[config.mk]
export PLATFORM = sky130hd
export DESIGN_NAME = bluetooth_status_tx
export DESIGN_NICKNAME = d
export VERILOG_FILES = /design/src/rtl/bt_pkg.sv /design/src/rtl/uart_tx_byte.sv /design/src/rtl/bluetooth_status_tx.sv
export SDC_FILE = /design/constraint.sdc
export NUM_CORES = 1
export LEC_CHECK = 0
export CAP_MARGIN = 5
export CORE_UTILIZATION = 45
export CTS_BUF_LIST = sky130_fd_sc_hd__clkbuf_4
export DETAILED_ROUTE_END_ITERATION = 6
export HOLD_SLACK_MARGIN = 0.08
export PLACE_DENSITY_LB_ADDON = 0.05
export SYNTH_ARGS = -nofsm -noshare
export SYNTH_HDL_FRONTEND = slang
export SYNTH_HIERARCHICAL = 1
export SYNTH_SLANG_ARGS = --single-unit
[constraint.sdc]
create_clock -name clk -period 4.7 [get_ports clk]
set_input_delay 0.47 -clock clk [delete_from_list [all_inputs] [get_ports clk]]
set_output_delay 0.47 -clock clk [all_outputs]
set_load 0.1 [all_outputs]
[src/rtl/bt_pkg.sv]
// Shared constants and types for the Bluetooth status transmitter.
// BT_TX_CHECKSUM_EN selects the 8-byte frame with a trailing XOR checksum byte.
package bt_pkg;

  // Game-state codes, kept in step with the defines used by top.
  typedef enum logic [2:0] {
    GsInit  = 3'd0,
    GsGame  = 3'd1,
    GsStart = 3'd2,
    GsLose  = 3'd3,
    GsWin   = 3'd4
  } game_state_e;

  localparam logic [7:0] AsciiG    = 8'h47;
  localparam logic [7:0] AsciiLf   = 8'h0A;
  localparam logic [7:0] AsciiZero = 8'h30;

`ifdef BT_TX_CHECKSUM_EN
  localparam int unsigned FrameLen = 8;
`else
  localparam int unsigned FrameLen = 7;
`endif

  typedef enum logic [1:0] {
    StIdle,
    StLoad,
    StSend,
    StGap
  } bt_tx_state_e;

  // Uppercase hex digit; 8'h37 is 'A' - 10.
  function automatic logic [7:0] hex_ascii(input logic [3:0] nib);
    return (nib < 4'd10) ? (AsciiZero + {4'h0, nib}) : (8'h37 + {4'h0, nib});
  endfunction

endpackage

[src/rtl/uart_tx_byte.sv]
// 8N1 byte serialiser with valid/ready handshake; each bit lasts Div clock cycles.
// Used by bluetooth_status_tx (frame layout depends on BT_TX_CHECKSUM_EN there).
module uart_tx_byte #(
  parameter int unsigned Div = 10
) (
  input  logic       clk_i,
  input  logic       rst_ni,
  input  logic       valid_i,
  input  logic [7:0] data_i,
  output logic       ready_o,
  output logic       done_o,
  output logic       tx_o
);

  localparam int unsigned CntW = (Div > 1) ? $clog2(Div) : 1;

  logic [CntW-1:0] cnt_q, cnt_d;
  logic [3:0]      bit_q, bit_d;
  logic [9:0]      shift_q, shift_d;
  logic            active_q, active_d;
  logic            bit_end;

  assign bit_end = active_q && (cnt_q == CntW'(Div - 1));
  assign done_o  = bit_end && (bit_q == 4'd9);
  // The final stop-bit cycle counts as idle so a new start bit follows with no gap.
  assign ready_o = !active_q || done_o;
  assign tx_o    = shift_q[0];

  always_comb begin
    cnt_d    = cnt_q;
    bit_d    = bit_q;
    shift_d  = shift_q;
    active_d = active_q;
    if (active_q) begin
      if (bit_end) begin
        cnt_d   = '0;
        bit_d   = bit_q + 4'd1;
        shift_d = {1'b1, shift_q[9:1]};
        if (done_o) begin
          active_d = 1'b0;
        end
      end else begin
        cnt_d = cnt_q + 1'b1;
      end
    end
    if (valid_i && ready_o) begin
      active_d = 1'b1;
      cnt_d    = '0;
      bit_d    = '0;
      shift_d  = {1'b1, data_i, 1'b0};
    end
  end

  always_ff @(posedge clk_i or negedge rst_ni) begin
    if (!rst_ni) begin
      cnt_q    <= '0;
      bit_q    <= '0;
      shift_q  <= '1;
      active_q <= 1'b0;
    end else begin
      cnt_q    <= cnt_d;
      bit_q    <= bit_d;
      shift_q  <= shift_d;
      active_q <= active_d;
    end
  end

endmodule

[src/rtl/bluetooth_status_tx.sv]
// Sends an ASCII status frame "G<s><hhhh>\n" on stable change of {game_state, length} or on
// force_report. Define BT_TX_CHECKSUM_EN to insert an XOR checksum byte before the LF.
module bluetooth_status_tx
  import bt_pkg::*;
#(
  parameter int unsigned CLK_HZ = 100_000_000,
  parameter int unsigned BAUD   = 9600
) (
  input  logic        clk,
  input  logic        rst,
  input  logic [2:0]  game_state,
  input  logic [12:0] length,
  input  logic        force_report,
  output logic        tx,
  output logic        busy
);

  // Bit period; the integrator must keep CLK_HZ / BAUD >= 2.
  localparam int unsigned Div = CLK_HZ / BAUD;

  logic [15:0]  sample_q, prev_q, stable_q, stable_val;
  logic [15:0]  last_q, last_d, snap_q, snap_d;
  logic         force_pend_q, force_pend_d;
  bt_tx_state_e state_q, state_d;
  logic [2:0]   byte_idx_q, byte_idx_d;
  logic         pending, load;
  logic         ser_valid, ser_ready, ser_done;
  logic [7:0]   ser_data, next_byte;

  function automatic logic [7:0] body_byte(input logic [2:0] idx, input logic [15:0] snap);
    logic [7:0] b;
    case (idx)
      3'd0:    b = AsciiG;
      3'd1:    b = AsciiZero + {5'b0, snap[15:13]};
      3'd2:    b = hex_ascii({3'b000, snap[12]});
      3'd3:    b = hex_ascii(snap[11:8]);
      3'd4:    b = hex_ascii(snap[7:4]);
      3'd5:    b = hex_ascii(snap[3:0]);
      default: b = AsciiLf;
    endcase
    return b;
  endfunction

  // A value is only believed once two consecutive samples agree; otherwise hold the old one.
  assign stable_val = (sample_q == prev_q) ? sample_q : stable_q;
  assign pending    = force_pend_q || (stable_val != last_q);
  assign busy       = (state_q == StSend);

`ifdef BT_TX_CHECKSUM_EN
  logic [7:0] csum;

  always_comb begin
    csum = 8'h00;
    for (int unsigned i = 0; i < 6; i++) begin
      csum = csum ^ body_byte(3'(i), snap_q);
    end
  end

  assign next_byte = (byte_idx_q + 3'd1 == 3'd6) ? csum : body_byte(byte_idx_q + 3'd1, snap_q);
`else
  assign next_byte = body_byte(byte_idx_q + 3'd1, snap_q);
`endif

  // A force pulse arriving in the LOAD cycle wins over the clear, so it is never dropped.
  assign force_pend_d = force_report || (force_pend_q && !load);

  always_comb begin
    state_d    = state_q;
    byte_idx_d = byte_idx_q;
    snap_d     = snap_q;
    last_d     = last_q;
    load       = 1'b0;
    ser_valid  = 1'b0;
    ser_data   = AsciiG;
    unique case (state_q)
      StIdle: begin
        if (pending) begin
          state_d = StLoad;
        end
      end
      StLoad: begin
        load       = 1'b1;
        snap_d     = stable_val;
        last_d     = stable_val;
        byte_idx_d = '0;
        ser_valid  = 1'b1;
        ser_data   = AsciiG;
        state_d    = StSend;
      end
      StSend: begin
        if (ser_done) begin
          if (byte_idx_q == 3'(FrameLen - 1)) begin
            state_d = StGap;
          end else begin
            byte_idx_d = byte_idx_q + 3'd1;
            ser_valid  = 1'b1;
            ser_data   = next_byte;
          end
        end
      end
      StGap: begin
        // Pass through IDLE without spending a cycle there when a report is already due.
        state_d = pending ? StLoad : StIdle;
      end
      default: state_d = StIdle;
    endcase
  end

  always_ff @(posedge clk or negedge rst) begin
    if (!rst) begin
      sample_q     <= '0;
      prev_q       <= '0;
      stable_q     <= '0;
      last_q       <= '0;
      snap_q       <= '0;
      force_pend_q <= 1'b0;
      state_q      <= StIdle;
      byte_idx_q   <= '0;
    end else begin
      sample_q     <= {game_state, length};
      prev_q       <= sample_q;
      stable_q     <= stable_val;
      last_q       <= last_d;
      snap_q       <= snap_d;
      force_pend_q <= force_pend_d;
      state_q      <= state_d;
      byte_idx_q   <= byte_idx_d;
    end
  end

  uart_tx_byte #(
    .Div(Div)
  ) u_uart_tx_byte (
    .clk_i  (clk),
    .rst_ni (rst),
    .valid_i(ser_valid),
    .data_i (ser_data),
    .ready_o(ser_ready),
    .done_o (ser_done),
    .tx_o   (tx)
  );

  // The framer only issues bytes in LOAD or on a stop-bit end, when the serialiser is ready.
  logic unused_ready;
  assign unused_ready = ser_ready;

endmodule

== After elaboration in Yosys (flattened, before gate mapping) ==
Cells that the tools add are included.

* Bits of input ports: 19
* Output and inout bits: 2
* Register bits: 99
* Word-level logic and storage cells: 92

* Reduce and logical (&&, ||, !) cells: 17
* Magnitude comparators: 3
* Add/sub/neg operators: 11
* Equal/unequal tests: 17
* Multiplexer cells: 33

{| class="wikitable"
|+ Operators with widths
! cell !! count
|-
| adder 6 x 4 -> 7 bit (first input constant) || 6
|-
| 2-to-1 mux 14 bit || 3
|-
| one-hot mux 7 bit (6 select lines) || 1
|-
| 2-to-1 mux 10 bit || 3
|-
| 2-to-1 mux 8 bit || 3
|-
| 2-to-1 mux 7 bit || 3
|-
| equality test 16 bit || 1
|-
| 2-to-1 mux 16 bit || 1
|-
| != test 16 bit || 1
|-
| adder 14 x 1 -> 14 bit (second input constant) || 1
|-
| equality test 14 bit (second input constant) || 1
|-
| < comparator 4 bit (second input constant) || 3
|-
| 2-to-1 mux 4 bit || 3
|-
| equality test 3 bit (second input constant) || 3
|-
| 2-to-1 mux 1 bit || 8
|-
| one-hot mux 2 bit (4 select lines) || 1
|-
| adder 6 x 1 -> 7 bit (first input constant) || 1
|-
| adder 6 x 3 -> 7 bit (first input constant) || 1
|-
| equality test 3 x 2 -> 1 bit (second input constant) || 2
|-
| 2-to-1 mux 2 bit || 3
|-
| 2-to-1 mux 3 bit || 2
|-
| one-hot mux 3 bit (2 select lines) || 1
|-
| AND reduction 3 bit || 2
|-
| nonzero test 2 bit || 3
|-
| 15 further kinds || 24
|}

== Longest topological paths before layout ==
Gate-level depths: netlist of run 1.

* Depth after elaboration: 8
* Mapped depth: 13
* Mapped depth without buffers: 10

== Hierarchy ==
Netlist of run 1, hierarchy kept.

{| class="wikitable"
|+ By module, submodules not included
! module !! instances !! area an instance (µm²) !! cells each
|-
| bluetooth_status_tx || 1 || 3435.8 || 328
|-
| uart_tx_byte || 1 || 1471.4 || 149
|}

== Worst setup path before layout of run 1 ==
No wires, ideal clock.

* Path type: reg2reg
* Start: register u_uart_tx_byte.cnt_q[6]
* End: register u_uart_tx_byte.cnt_q[13]
* Library setup time: 0.078 ns
* Buffers on the path: 2
* Path slack: 1.153 ns
* Data required time: 4.622 ns
* Data arrival time: 3.469 ns
* Clock period less this slack: 3.547 ns
* Cell stages (with the launch flop): 12
* Cells stage by stage: dfrtp_1 or4b_4 or4_1 buf_2 nor2_1 nand3_1 a21boi_0 clkbuf_1 o211ai_1 or2_2 or4_1 a21oi_1

* Longest elaborated chain between the ends: 7

{| class="wikitable"
|+ RTL lines
! what !! RTL line !! RTL
|-
| start, declared || uart_tx_byte.sv:17 || <nowiki>logic [CntW-1:0] cnt_q, cnt_d;</nowiki>
|-
| start signal, assigned || uart_tx_byte.sv:61 || <nowiki>cnt_q <= cnt_d;</nowiki>
|-
| equality test 14 bit * || uart_tx_byte.sv:23 || <nowiki>assign bit_end = active_q && (cnt_q == CntW'(Div - 1));</nowiki>
|-
| logical AND 1 bit * || uart_tx_byte.sv:23 ||
|-
| logical AND 1 bit * || uart_tx_byte.sv:24 || <nowiki>assign done_o = bit_end && (bit_q == 4'd9);</nowiki>
|-
| via ser_done || bluetooth_status_tx.sv:27 || <nowiki>logic ser_valid, ser_ready, ser_done;</nowiki>
|-
| 2-to-1 mux 1 bit * || bluetooth_status_tx.sv:91 || <nowiki>if (ser_done) begin</nowiki>
|-
| one-hot mux 1 bit (2 select lines) * || bluetooth_status_tx.sv:75 || <nowiki>unique case (state_q)</nowiki>
|-
| via ser_valid || bluetooth_status_tx.sv:27 ||
|-
| logical AND 1 bit * || uart_tx_byte.sv:46 || <nowiki>if (valid_i && ready_o) begin</nowiki>
|-
| 2-to-1 mux 14 bit or nonzero test 2 bit (tied branches) || n/a ||
|}

The timed path passes the listed nets; every way through them passes the cells marked *. The select of a mux whose other input is x is not followed.
A chain may end at the register's enable or synchronous reset.

== Worst setup path after layout of run 1 ==
Ends and elaborated chain as after synthesis.

==> results of run 1 <==
## path summary, 6_finish.rpt
kind / slack (ns) / cells after the start / end
hold / removal: 0.10 / 1 / snap_q[4]
hold reg to reg: 0.48 / 2 / u_uart_tx_byte/shift_q[0]
max in group asynchronous: 3.65 / 2 / u_uart_tx_byte/shift_q[0]
min in group clk: 0.42 / 1 / sample_q[15]
setup / recovery: 0.87 / 10 / u_uart_tx_byte/cnt_q[13]
setup reg to reg: 0.87 / 10 / u_uart_tx_byte/cnt_q[13]
## layout by cell type (no fill, tap or decap), drive strengths merged, types with 4 or more instances in the layout
cell type / synthesis / layout
nand3: 16 / 16
nand4: 12 / 12
nor4: 11 / 11
or3: 9 / 9
nand2b: 4 / 4
mux2: 16 / 16
dfstp: 9 / 9
nand2: 34 / 34
xnor2: 29 / 29
clkbuf: 16 / 11
buf: 3 / 6
a21oi: 18 / 18
dfrtp: 89 / 89
clkdlybuf4s50: 0 / 19
clkinv: 1 / 4
inv: 21 / 21
xor2: 26 / 26
o211ai: 6 / 6
nor2: 48 / 48
o22ai: 5 / 5
o21ai: 26 / 26
o221a: 7 / 7
a31oi: 4 / 4
a211oi: 4 / 4
ha: 16 / 16
nor3: 7 / 7
## routing by layer
| metal | track usage (%) | up-vias | routed length, um |
|---|---|---|---|
| met4 | 9.10 | 0 | 195 |
| met5 | 0 | - | 0 |
| met3 | 3.19 | 12 | 299 |
| li1 | - | 1717 | - |
| met1 | 30.1 | 1667 | 5340 |
| met2 | 28.4 | 38 | 4340 |
## power groups by stage
| stage | sequential [W] | combinational (W) | clock, W |
|---|---|---|---|
| 2_1_floorplan | 0.00108 | 0.000520 | 0 |
| 4_1_cts | 0.00114 | 0.000638 | 0.000415 |
| 3_3_place_gp | 0.00115 | 0.000631 | 0 |
| 3_5_place_dp | 0.00115 | 0.000637 | 0 |
| 5_1_grt | 0.00116 | 0.000713 | 0.000445 |
| 6_report | 0.00114 | 0.000634 | 0.000394 |
## flip-flops by register name (all words and copies together), names as in the netlist, 3 cells and up
signal and count:
byte_idx_q 3, prev_q 16, sample_q 16, snap_q 16
stable_q 16, u_uart_tx_byte/bit_q 4, u_uart_tx_byte/cnt_q 14, u_uart_tx_byte/shift_q 9
## kinds of logic after synthesis
family / Yosys count / synth area share, %
AO/OA/AOI/OAI: 89 / 12.2
XOR/XNOR: 55 / 9.82
adder cells (fa/ha/maj): 16 / 4.08
buffers and inverters: 41 / 3.19
flip-flops: 98 / 50.2
multiplexers: 17 / 3.88
other: 1 / 0.0764
AND/OR/NAND/NOR: 160 / 16.6
## critical path, stage by stage (launching register included)
cell	delay, ns
dfrtp_1	0.46
or4b_4	0.57
or4_1	0.61
nor2_1	0.24
nand3_1	0.26
a21boi_0	0.25
buf_4	0.19
o211ai_1	0.18
or2_2	0.36
or4_1	0.50
a21oi_1	0.15
## area by class of cell
| cell class | instances | area [sq um] | share of cell area (%) |
|---|---|---|---|
| well taps | 136 | 170 | 3.18 |
| clock inverters | 4 | 30.0 | 0.561 |
| inverters | 22 | 82.6 | 1.54 |
| multi-input cells | 338 | 2290 | 42.7 |
| repair buffers | 25 | 235 | 4.39 |
| diodes | 1 | 2.50 | 0.0467 |
| clock buffers | 11 | 82.6 | 1.54 |
| flip-flops and latches | 98 | 2460 | 46.0 |
## metrics by stage
| stage | std cells | setup slack [ns] | area, sq um | util (%) | hold slack (ns) |
|---|---|---|---|---|---|
| floorplan | 477 | 1.15 | 4910 | - | 0.174 |
| global placement | 619 | 0.993 | 5240 | 50.1 | 0.457 |
| detailed placement | 619 | 0.903 | 5240 | 50.1 | 0.454 |
| CTS | 634 | 0.868 | 5350 | 51.1 | 0.123 |
| global route | 635 | 0.509 | 5350 | 51.2 | 0.165 |
| finish | 635 | 0.873 | 5350 | 51.2 | 0.100 |
==> results.cfg, run 1 <==
[finish]
nNetsFinal = 529
final_layout_size_suffix_gt1_share_pct = 10.2
areaGrowthSynthToFinish_pct = 9.10
fillCellCount = 987

[worst_setup_path]
r2r_start = u_uart_tx_byte/cnt_q[6]
path_class = register to register
startpoint_type = register
startpoint = u_uart_tx_byte/cnt_q[6]
crit_required_ns = 5.08
worstSetupEndpointType = register
cp.arrival_ns = 4.21
critPathMaxFanout = 9

[floorplanning]
die_h_um = 106
dieArea_sq_um = 11300
core_sq_um = 10500
num_io_pins = 21
initial_core_util_pct = 46.9
rows = 37
fp.dieW_um = 106

[routing]
dr.pass1.iters = 4
wl_per_cell_um = 16.0
vias = 3434
drc = 0
drt_iter0_markers = 176
totalWireLength_um = 10200
drtAntennaViolNets = 0
viasPerCell = 5.41

[sta]
fin_skew_ns = 0.0258
max_freq_ghz = 0.261
relSlewSlack_pct = 35.0
post-route-min-period_ns = 3.83
drv_slew = 0
finalSetupViolCount = 0
hold_violations = 0
worst_slew_pin_slew_ns = 0.972
rsz0062_at_grt = no
tns_ns = 0
fin_crit_sh_pct = 81.4

[grt]
grt_max_degree = 73
grt_usage_pct = 20.1
grt_pass1_wl_um = 17400
overflow = 0
antenna_found_initial = 1
first_global_vias = 3354

[power_and_ir_drop]
combPwrFrac_pct = 29.3
p_leak_nw = 2.28
internal_power_w = 0.00138
switching_share_pct = 36.1
p_clk_share_pct = 18.2
p_sw_w = 0.000783
seqPwrFrac_pct = 52.5
peakVddDrop_uv = 191
power.total_w = 0.00217
pwr_density_cell_nw_per_um2 = 405

[place]
portBuffers = 20
dpl.hpwl_um = 7300
routabilityCongestion = 0.821

[worst_hold_path]
hold_path.class = primary input to async pin

[clocking]
numCtsBuffers = 9
post_cts_resized = 0
cts.htree.levels = 3
cts_buffer_depth = 2
clk_pin_slew_ns = 0.15
clkLatencyLatePin_ns = 0.47
clock_sinks = 98
cts_tree = done
root_buffer = clkbuf_4
postCtsHoldBufs = 0
post-cts-setup-buffers = 0

[synth]
synth_top_area_share_pct = 45.4
ys_seq_area_share_pct = 50.2
synth_edf_count = 0
netlist_instances = 477
synthesis.area_sq_um = 4910
synth.distinct_cells = 57
synth_ff_type = dfrtp_1
async_reset_ff_share_pct = 100
syn_area_per_cell_sq_um = 10.3
synth_seq_cells = 98
post-synth-top-count-cell = dfrtp_1
ys_warn_count = 6
synth_nets = 512
synth_commonest_cells = dfrtp_1, nor2_1, nand2_1, xnor2_1, xor2_1
synth_top_area_cell = dfrtp_1
synthTopCellsByArea = dfrtp_1, xnor2_1, dfstp_2

[outcome]
outcome = completed

[job]
cap_violations = 0
No activity file was read; power rests on OpenSTA's default activity.
==> inputs of run 2 (changes only) <==
Clock period 4.7 ns to 3.1 ns, I/O delays scaled along.
==> run 2 against run 1 <==
First-iteration DRC count up 15%. Sequential cell count unchanged. Cell area up 3.0%. Non-clock buffer count up 11.
==> results.cfg, run 2 (synthesis results as in run 1) <==
[floorplanning]
core_sq_um = 10500
dieArea_sq_um = 11300
rows = 37
num_io_pins = 21
fp.dieW_um = 106
initial_core_util_pct = 46.9
die_h_um = 106

[routing]
vias = 3539
wl_per_cell_um = 16.5
drt_iter0_markers = 203
drtAntennaViolNets = 0
dr.pass1.iters = 4
viasPerCell = 5.48
drc = 0
totalWireLength_um = 10600

[power_and_ir_drop]
pwr_density_cell_nw_per_um2 = 626
peakVddDrop_uv = 371
p_leak_nw = 2.36

[grt]
grt_util_met1_pct = 31.4
antenna_found_initial = 0
grtUsageMet2_pct = 29.5
grt_max_degree = 99
overflow = 0
busiest_layer = met1
grt_usage_pct = 21.0
grt_pass1_wl_um = 17900
first_global_vias = 3445
grt_use_met3_pct = 3.92

[worst_setup_path]
crit_required_ns = 3.51
startpoint_type = register
worstSetupEndpointType = register
slowest_stage = or4b_4
critPathMaxFanout = 8
path_class = register to register
cp.arrival_ns = 3.35
crit_chain = or4b_4, or4_4, nor2_4, nand3_4, a21boi_2, o211ai_1, or2_4, or4_1, a21oi_1
slowest_delay_ns = 0.56

[worst_hold_path]
hold_path.class = primary input to register

[clocking]
post-cts-setup-buffers = 0
clock_sinks = 98
cts.htree.levels = 3
cts_tree = done
numCtsBuffers = 9
cts_buffer_depth = 2
clk_pin_slew_ns = 0.16
clkLatencyLatePin_ns = 0.48
root_buffer = clkbuf_4

[finish]
areaGrowthSynthToFinish_pct = 12.4
seqCellArea_sq_um = 2460
final_cell_mix = dfrtp_1, nor2_1, nand2_1
fillCellCount = 980
multi_input_area_sq_um = 2320
num_antenna_cells = 0
final_util_pct = 52.7
nNetsFinal = 540
final_common_cell = dfrtp_1
final_area_sq_um = 5520
final_layout_size_suffix_gt1_share_pct = 13.7

[place]
portBuffers = 20
dpl.hpwl_um = 7570
routabilityCongestion = 0.902
placed_area_sq_um = 5350

[sta]
fin_crit_sh_pct = 94.9
post-route-min-period_ns = 2.94
hold_violations = 0
fin_skew_ns = 0.0144
worst_slew_pin_slew_ns = 0.731
finalSetupViolCount = 0
drv_slew = 0
relSlewSlack_pct = 51.1
hold_ws_ns = 0.237
max_freq_ghz = 0.340
rsz0062_at_grt = no

[job]
cap_violations = 0

[outcome]
outcome = completed
-- run 2: where the power goes --
| part | switching, W | total [W] | internal, W | leakage (nW) |
|---|---|---|---|---|
| sequential | 0.000228 | 0.00172 | 0.00149 | 1.23 |
| combinational | 0.000560 | 0.00100 | 0.000442 | 1.05 |
| clock | 0.000464 | 0.000730 | 0.000266 | 0.0791 |
-- run 2: layer usage --
| metal | up-vias | wire, um |
|---|---|---|
| li1 | 1742 | - |
| met1 | 1726 | 5610 |
| met2 | 56 | 4420 |
| met3 | 15 | 387 |
| met4 | 0 | 211 |
| met5 | - | 0 |
-- run 2: repair_timing --
item / CTS / global route
hold endpoints to repair: 89 / 0
gates resized for setup: 0 / 3
setup endpoints to repair: 0 / 10
hold buffers: 1 / 0
-- run 2: cell type report --
cell class / instances / area share [%]
Sequential cell: 98 / 44.7
Multi-Input combinational cell: 338 / 42.1
Timing Repair Buffer: 36 / 5.94
Tap cell: 136 / 3.08
Inverter: 22 / 1.50
Clock buffer: 10 / 1.36
Clock inverter: 6 / 1.36
-- run 2: through the flow --
stage | power (W) | std cells | worst slack, ns | setup TNS [ns]
finish | 0.00345 | 646 | 0.157 | 0
CTS | 0.00348 | 646 | 0.103 | 0
detailed placement | 0.00273 | 629 | 0.134 | 0
global placement | 0.00271 | 629 | 0.166 | 0
global route | 0.00367 | 646 | 0.0138 | 0
floorplan | 0.00243 | 477 | -0.0908 | -0.0908
-- run 2: worst paths after layout --
path,startpoint,end,slack (ns),cells after the start
min in group asynchronous,rst,sample_q[8],0.41,3
hold / removal,length[10],sample_q[10],0.24,1
setup reg to reg,u_uart_tx_byte/cnt_q[10],u_uart_tx_byte/cnt_q[13],0.16,9
max in group asynchronous,rst,u_uart_tx_byte/shift_q[0],2.30,3
setup / recovery,u_uart_tx_byte/cnt_q[10],u_uart_tx_byte/cnt_q[13],0.16,9
hold reg to reg,u_uart_tx_byte/shift_q[1],u_uart_tx_byte/shift_q[0],0.48,2
-- run 2: critical path: cells and delay by family, from the launching register on --
family,cells,cell delay (ns)
DFF,1,0.43
and+or+nand+nor,6,2.01
AOI/OAI and AO/OA,3,0.43
==> inputs of run 3 (changes only) <==
Settings changed: ABC_CLOCK_PERIOD_IN_PS set to 3100.
==> results of run 3 <==
The final DEF is identical to that of run 2; final timing and power are the same.
